File: src/rtl/alarm_pkg.sv
// Shared encodings, BCD limits and wrap-around step helpers for the alarm editor.
// Purely combinational content; no latency of its own.
package alarm_pkg;

    typedef enum logic [1:0] {
        ST_IDLE     = 2'd0,
        ST_SET_HOUR = 2'd1,
        ST_SET_MIN  = 2'd2
    } state_t;

    localparam logic [3:0] HOUR_MAX_H = 4'd2;
    localparam logic [3:0] HOUR_MAX_L = 4'd3;
    localparam logic [3:0] MIN_MAX_H  = 4'd5;
    localparam logic [3:0] BCD_MAX    = 4'd9;

    // Two-digit BCD increment that wraps {max_h,max_l} back to 00.
    function automatic logic [7:0] bcd_inc(input logic [7:0] v,
                                           input logic [3:0] max_h,
                                           input logic [3:0] max_l);
        logic [7:0] r;
        if (v[7:4] == max_h && v[3:0] == max_l)
            r = 8'h00;
        else if (v[3:0] == BCD_MAX)
            r = {v[7:4] + 4'd1, 4'd0};
        else
            r = {v[7:4], v[3:0] + 4'd1};
        return r;
    endfunction

    function automatic logic [7:0] bcd_dec(input logic [7:0] v,
                                           input logic [3:0] max_h,
                                           input logic [3:0] max_l);
        logic [7:0] r;
        if (v == 8'h00)
            r = {max_h, max_l};
        else if (v[3:0] == 4'd0)
            r = {v[7:4] - 4'd1, BCD_MAX};
        else
            r = {v[7:4], v[3:0] - 4'd1};
        return r;
    endfunction

endpackage

File: src/rtl/alarm_set_key_repeat.sv
// Press-edge plus hold/auto-repeat step generator for one debounced key.
// step is combinational from key and its history, so the consumer's register sees it on the first edge.
module key_repeat #(
    parameter int HOLD_DELAY    = 25_000_000,
    parameter int REPEAT_PERIOD = 5_000_000,
    parameter int CNT_W         = 25
) (
    input  logic clk,
    input  logic rst_n,
    input  logic key,
    input  logic enable,
    input  logic repeat_en,
    output logic step
);
    import alarm_pkg::*;

    logic             r_prev;
    logic             r_rep;
    logic [CNT_W-1:0] r_cnt;
    logic             w_press;
    logic             w_hit;

    assign w_press = key & ~r_prev;
    // r_cnt holds cycles elapsed since the press (or since counting resumed).
    assign w_hit   = key & enable &
                     (r_rep ? (r_cnt == CNT_W'(REPEAT_PERIOD)) : (r_cnt == CNT_W'(HOLD_DELAY)));
    assign step    = w_press | (w_hit & repeat_en);

    always_ff @(posedge clk) begin
        if (!rst_n) begin
            r_prev <= 1'b0;
            r_rep  <= 1'b0;
            r_cnt  <= '0;
        end else begin
            r_prev <= key;
            if (!key || !enable) begin
                r_rep <= 1'b0;
                r_cnt <= '0;
            end else if (w_hit) begin
                r_rep <= 1'b1;
                r_cnt <= CNT_W'(1);
            end else begin
                r_cnt <= r_cnt + CNT_W'(1);
            end
        end
    end

endmodule

File: src/rtl/alarm_set.sv
// Key-driven alarm time editor: mode FSM, BCD hour/minute stepping, alarm enable toggle.
// All outputs registered; a key press shows on the same edge that first samples it.
module alarm_set #(
    parameter int HOLD_DELAY    = 25_000_000,
    parameter int REPEAT_PERIOD = 5_000_000,
    parameter int CNT_W         = 25
) (
    input  logic       clk,
    input  logic       rst_n,
    input  logic       key_mode,
    input  logic       key_up,
    input  logic       key_down,
    output logic [3:0] alarm_hour_h,
    output logic [3:0] alarm_hour_l,
    output logic [3:0] alarm_min_h,
    output logic [3:0] alarm_min_l,
    output logic [1:0] set_mode,
    output logic       alarm_en
);
    import alarm_pkg::*;

    state_t     r_state;
    logic       r_live;
    logic       r_mode_prev;
    logic       r_en;
    logic [7:0] r_hour;
    logic [7:0] r_min;

    logic w_both;
    logic w_mode_press;
    logic w_cnt_en;
    logic w_rep_en;
    logic w_up_raw;
    logic w_dn_raw;
    logic w_up;
    logic w_dn;

    // r_live masks the first edge after reset so keys held through reset are not seen as presses.
    assign w_both       = key_up & key_down;
    assign w_mode_press = key_mode & ~r_mode_prev & r_live;
    assign w_cnt_en     = r_live & ~w_both & ~w_mode_press;
    assign w_rep_en     = (r_state != ST_IDLE);
    assign w_up         = w_up_raw & r_live & ~w_both;
    assign w_dn         = w_dn_raw & r_live & ~w_both;

    key_repeat #(
        .HOLD_DELAY   (HOLD_DELAY),
        .REPEAT_PERIOD(REPEAT_PERIOD),
        .CNT_W        (CNT_W)
    ) u_up (
        .clk      (clk),
        .rst_n    (rst_n),
        .key      (key_up),
        .enable   (w_cnt_en),
        .repeat_en(w_rep_en),
        .step     (w_up_raw)
    );

    key_repeat #(
        .HOLD_DELAY   (HOLD_DELAY),
        .REPEAT_PERIOD(REPEAT_PERIOD),
        .CNT_W        (CNT_W)
    ) u_down (
        .clk      (clk),
        .rst_n    (rst_n),
        .key      (key_down),
        .enable   (w_cnt_en),
        .repeat_en(w_rep_en),
        .step     (w_dn_raw)
    );

    always_ff @(posedge clk) begin
        if (!rst_n) begin
            r_state     <= ST_IDLE;
            r_live      <= 1'b0;
            r_mode_prev <= 1'b0;
            r_en        <= 1'b0;
            r_hour      <= 8'h00;
            r_min       <= 8'h00;
        end else begin
            r_live      <= 1'b1;
            r_mode_prev <= key_mode;
            // The step acts on the current state even when mode advances this same edge.
            if (w_up || w_dn) begin
                case (r_state)
                    ST_IDLE:     r_en   <= ~r_en;
                    ST_SET_HOUR: r_hour <= w_up ? bcd_inc(r_hour, HOUR_MAX_H, HOUR_MAX_L)
                                                : bcd_dec(r_hour, HOUR_MAX_H, HOUR_MAX_L);
                    ST_SET_MIN:  r_min  <= w_up ? bcd_inc(r_min, MIN_MAX_H, BCD_MAX)
                                                : bcd_dec(r_min, MIN_MAX_H, BCD_MAX);
                    default:     r_en   <= r_en;
                endcase
            end
            if (w_mode_press) begin
                case (r_state)
                    ST_IDLE:     r_state <= ST_SET_HOUR;
                    ST_SET_HOUR: r_state <= ST_SET_MIN;
                    default:     r_state <= ST_IDLE;
                endcase
            end
        end
    end

    assign alarm_hour_h = r_hour[7:4];
    assign alarm_hour_l = r_hour[3:0];
    assign alarm_min_h  = r_min[7:4];
    assign alarm_min_l  = r_min[3:0];
    assign set_mode     = r_state;
    assign alarm_en     = r_en;

endmodule

File: config.mk
export PLATFORM = sky130hd
export DESIGN_NAME = alarm_set
export DESIGN_NICKNAME = d
export VERILOG_FILES = /design/src/rtl/alarm_pkg.sv /design/src/rtl/alarm_set_key_repeat.sv /design/src/rtl/alarm_set.sv
export SDC_FILE = /design/constraint.sdc
export NUM_CORES = 1
export LEC_CHECK = 0
export BUFFER_PORTS_ARGS = -buffer_cell sky130_fd_sc_hd__buf_2
export CORE_ASPECT_RATIO = 1.1
export CORE_UTILIZATION = 35
export CTS_BUF_LIST = sky130_fd_sc_hd__clkbuf_8
export CTS_CLUSTER_DIAMETER = 120
export DETAILED_ROUTE_END_ITERATION = 7
export GPL_TIMING_DRIVEN = 0
export PLACE_DENSITY = 0.54
export SLEW_MARGIN = 20
export SYNTH_ARGS = -nofsm -noshare
export SYNTH_HDL_FRONTEND = slang
export SYNTH_SLANG_ARGS = --single-unit
File: constraint.sdc
create_clock -name clk -period 2.9 [get_ports clk]
set_input_delay 0.58 -clock clk [delete_from_list [all_inputs] [get_ports clk]]
set_output_delay 0.58 -clock clk [all_outputs]
set_load 0.005 [all_outputs]
==> impl_metrics.tcl <==
set metrics [dict create \
    outcome "finished, final reports clean" \
    fin_crit_sh 0.8498 \
    cts_sinks 75 \
    slew_viol_final 0 \
    cts_resized 0 \
    core_area_sq_mm 0.01144 \
    cts_setup_buffers 0 \
    layout_common_cells "75 x dfxtp_1, 74 x nor2_1, 45 x nand2_1" \
    numCtsBuffers 9 \
    ys_types 62 \
    antenna-diode-count 0 \
    drc 0 \
    grt_pass1_wl_microns 15560 \
    syn_to_final_growth_pct 11.77 \
    clock.fmax_mhz 405.8 \
    p_per_area_mw_per_mm2 411.3 \
    final_common_cell "dfxtp_1" \
    root_buffer "clkbuf_8" \
    grt_max_degree 12 \
    synth-seq-cells 75 \
    clk-insertion-delay-late_ps 350 \
    portBuffers 23 \
    preCtsSetupSlack_ps 286.4 \
    maxCapViolations 0 \
    swShare 0.2335 \
    synthesis.nets 512 \
    leakage_nw 1.599 \
    hp-class "in2reg" \
    die-area_sq_mm 0.01213 \
    path_clk_slew_ps 70 \
    switchingPower_mw 0.4392 \
    slew_headroom 0.5184 \
    syn_area_sq_mm 0.004091 \
    intPower_mw 1.442 \
    dr_wl_met3_microns 307 \
    crit_path_end_kind "flop" \
    power_frac_seq 0.555 \
    die_h_microns 115.4 \
    arrival_ps 2750 \
    avgViaCountPerCell 5.174 \
    clkPwrFrac 0.394 \
    ys_seq_area_frac 0.3670 \
    startpoint_type "flop" \
    comb_power_share 0.051 \
    tns_ps 0 \
    syn_inst 490 \
    crit_required_ps 3180 \
    ios 24 \
    wl_met2_microns 4373 \
    synth-edff-count 0 \
    gp_congestion 0.8490 \
    final-hold-violation-count 0 \
    grt_pass1_vias 3303 \
    placed_cells 663 \
    drive_above_1_share 0.1098 \
    cts_tree "done" \
    postCtsHoldBufs 0 \
    yosysWarnings 0 \
    grt_usage 0.1605 \
    nets 546 \
    first_pass_iters 5 \
    post-dp-hpwl_microns 6643 \
    wl_met1_microns 4241 \
    worst_slew_pin_slew_ps 704.2 \
    clk_path_buf_depth 2 \
    ys_async_sr_fraction 0 \
    fp-row-count 41 \
    top_layer_used "met4" \
    path_class "reg2reg" \
    rsz0062_at_grt "false" \
    critPathMaxFanout 9 \
    die_w_microns 105.1 \
    grt.overflow.total 0 \
    syn_area_per_cell_sq_um 8.350 \
    cts_max_level 3 \
    setup_viol 0 \
    drt-initial-drc-count 149 \
    final_cells 678 \
    synthFlopType "dfxtp_1" \
    drt-total-wl_microns 9066 \
    finalCriticalPeriod_ps 2464 \
    vias 3508 \
    fin_util 0.3998 \
    ant_nets 0 \
    start_util 0.3577 \
    antenna_found_initial 0 \
    ir_worst_vdd_mv 0.1919 \
    setup_slack_ps 435.6 \
    wl_per_cell_microns 13.37 \
    final.setup_skew_ps 5.471 \
]
-- per-stage QoR --
step | hold WS [ps] | power, mW | instance area (sq um)
6_report | 380.3 | 1.881 | 4573
5_1_grt | 371.7 | 1.972 | 4573
4_1_cts | 359.8 | 1.916 | 4573
3_5_place_dp | 456.2 | 1.165 | 4394
3_3_place_gp | 452.5 | 1.164 | 4394
2_1_floorplan | 427.0 | 1.134 | 4091
-- path summary, 6_finish.rpt --
check | from | slack, ps | endpoint | cells after the start
min reg2reg | u_up.r_rep$_SDFFE_PP0P_ | 470 | u_up.r_rep$_SDFFE_PP0P_ | 2
min | rst_n | 380 | r_live$_DFF_P_ | 1
max | u_down.r_cnt[0]$_SDFF_PP0_ | 440 | r_min[4]$_SDFFE_PN0P_ | 9
max reg2reg | u_down.r_cnt[0]$_SDFF_PP0_ | 440 | r_min[4]$_SDFFE_PN0P_ | 9
-- cell type report --
type	instances	area (sq um)
clock buffer	12	165.2
timing repair buffer	23	115.1
multi-input combinational	377	2432
clock inverter	3	13.76
inverter	23	86.33
sequential	75	1501
fill	1189	6867
tap	150	187.7
buffer	15	71.32
-- worst max-delay path, stage by stage, from the launching register on --
cell and delay (ps):
dfxtp_1 340, inv_1 60, ha_1 130, or4b_1 450, nor4_2 290, o2111ai_1 220
nand2_1 180, o211a_4 240, a21boi_4 290, mux2i_1 200
-- registers in the layout (all words and copies together) (netlist names) --
name,flops
r_live,1
u_down.r_prev,1
set_mode,2
alarm_en,1
r_mode_prev,1
u_up.r_cnt,25
r_hour,8
u_down.r_rep,1
r_min,8
u_up.r_rep,1
u_up.r_prev,1
u_down.r_cnt,25
-- routing by layer --
metal	vias up	GRT usage
li1	1796	-
met1	1653	0.1896
met2	47	0.2773
met3	12	0.02834
met4	0	0.09014
met5	-	0
-- cells in the mapped netlist, types with 3 or more instances --
library cell | count | area (sq um)
nor2_1 | 74 | 277.8
nand2_1 | 45 | 168.9
nor4_1 | 3 | 18.77
ha_1 | 17 | 212.7
xnor2_1 | 15 | 131.4
nand3_1 | 24 | 120.1
a211oi_1 | 3 | 22.52
clkbuf_1 | 12 | 45.04
nor2b_1 | 6 | 37.54
or4b_1 | 3 | 30.03
o21ai_0 | 10 | 50.05
o21ai_2 | 3 | 26.28
o21ai_1 | 5 | 25.02
a311oi_1 | 6 | 52.55
nor3b_1 | 3 | 22.52
dfxtp_1 | 75 | 1501
and2_1 | 7 | 43.79
mux2i_1 | 5 | 50.05
o2111ai_1 | 4 | 35.03
nand4_1 | 11 | 68.82
and3_1 | 12 | 75.07
o211ai_1 | 3 | 22.52
or3_1 | 7 | 43.79
inv_1 | 23 | 86.33
nand2b_1 | 6 | 37.54
xor2_1 | 29 | 254.0
and4_1 | 4 | 35.03
nor3_1 | 11 | 55.05
a31oi_1 | 6 | 37.54
a21oi_1 | 20 | 100.1
-- power by group through the flow --
stage | Combinational (mW) | Clock (mW) | Sequential, mW
6_report | 0.0956 | 0.741 | 1.04
3_3_place_gp | 0.0960 | 0 | 1.07
5_1_grt | 0.108 | 0.818 | 1.05
3_5_place_dp | 0.0965 | 0 | 1.07
2_1_floorplan | 0.0661 | 0 | 1.07
4_1_cts | 0.0971 | 0.774 | 1.04
-- cell families (layout without fill, tap and decap cells) --
group                    after synthesis  count (layout)  share of synthesized area
AND/OR/NAND/NOR                      232             232                     0.2963
AO/OA/AOI/OAI                         78              78                     0.1370
flip-flops                            75              75                     0.3670
XOR/XNOR                              44              44                    0.09419
buffers and inverters                 38              76                    0.03853
adder cells (fa/ha/maj)               17              17                    0.05199
multiplexers                           6               6                    0.01499
Note: power is estimated with default switching activity, not from simulation.
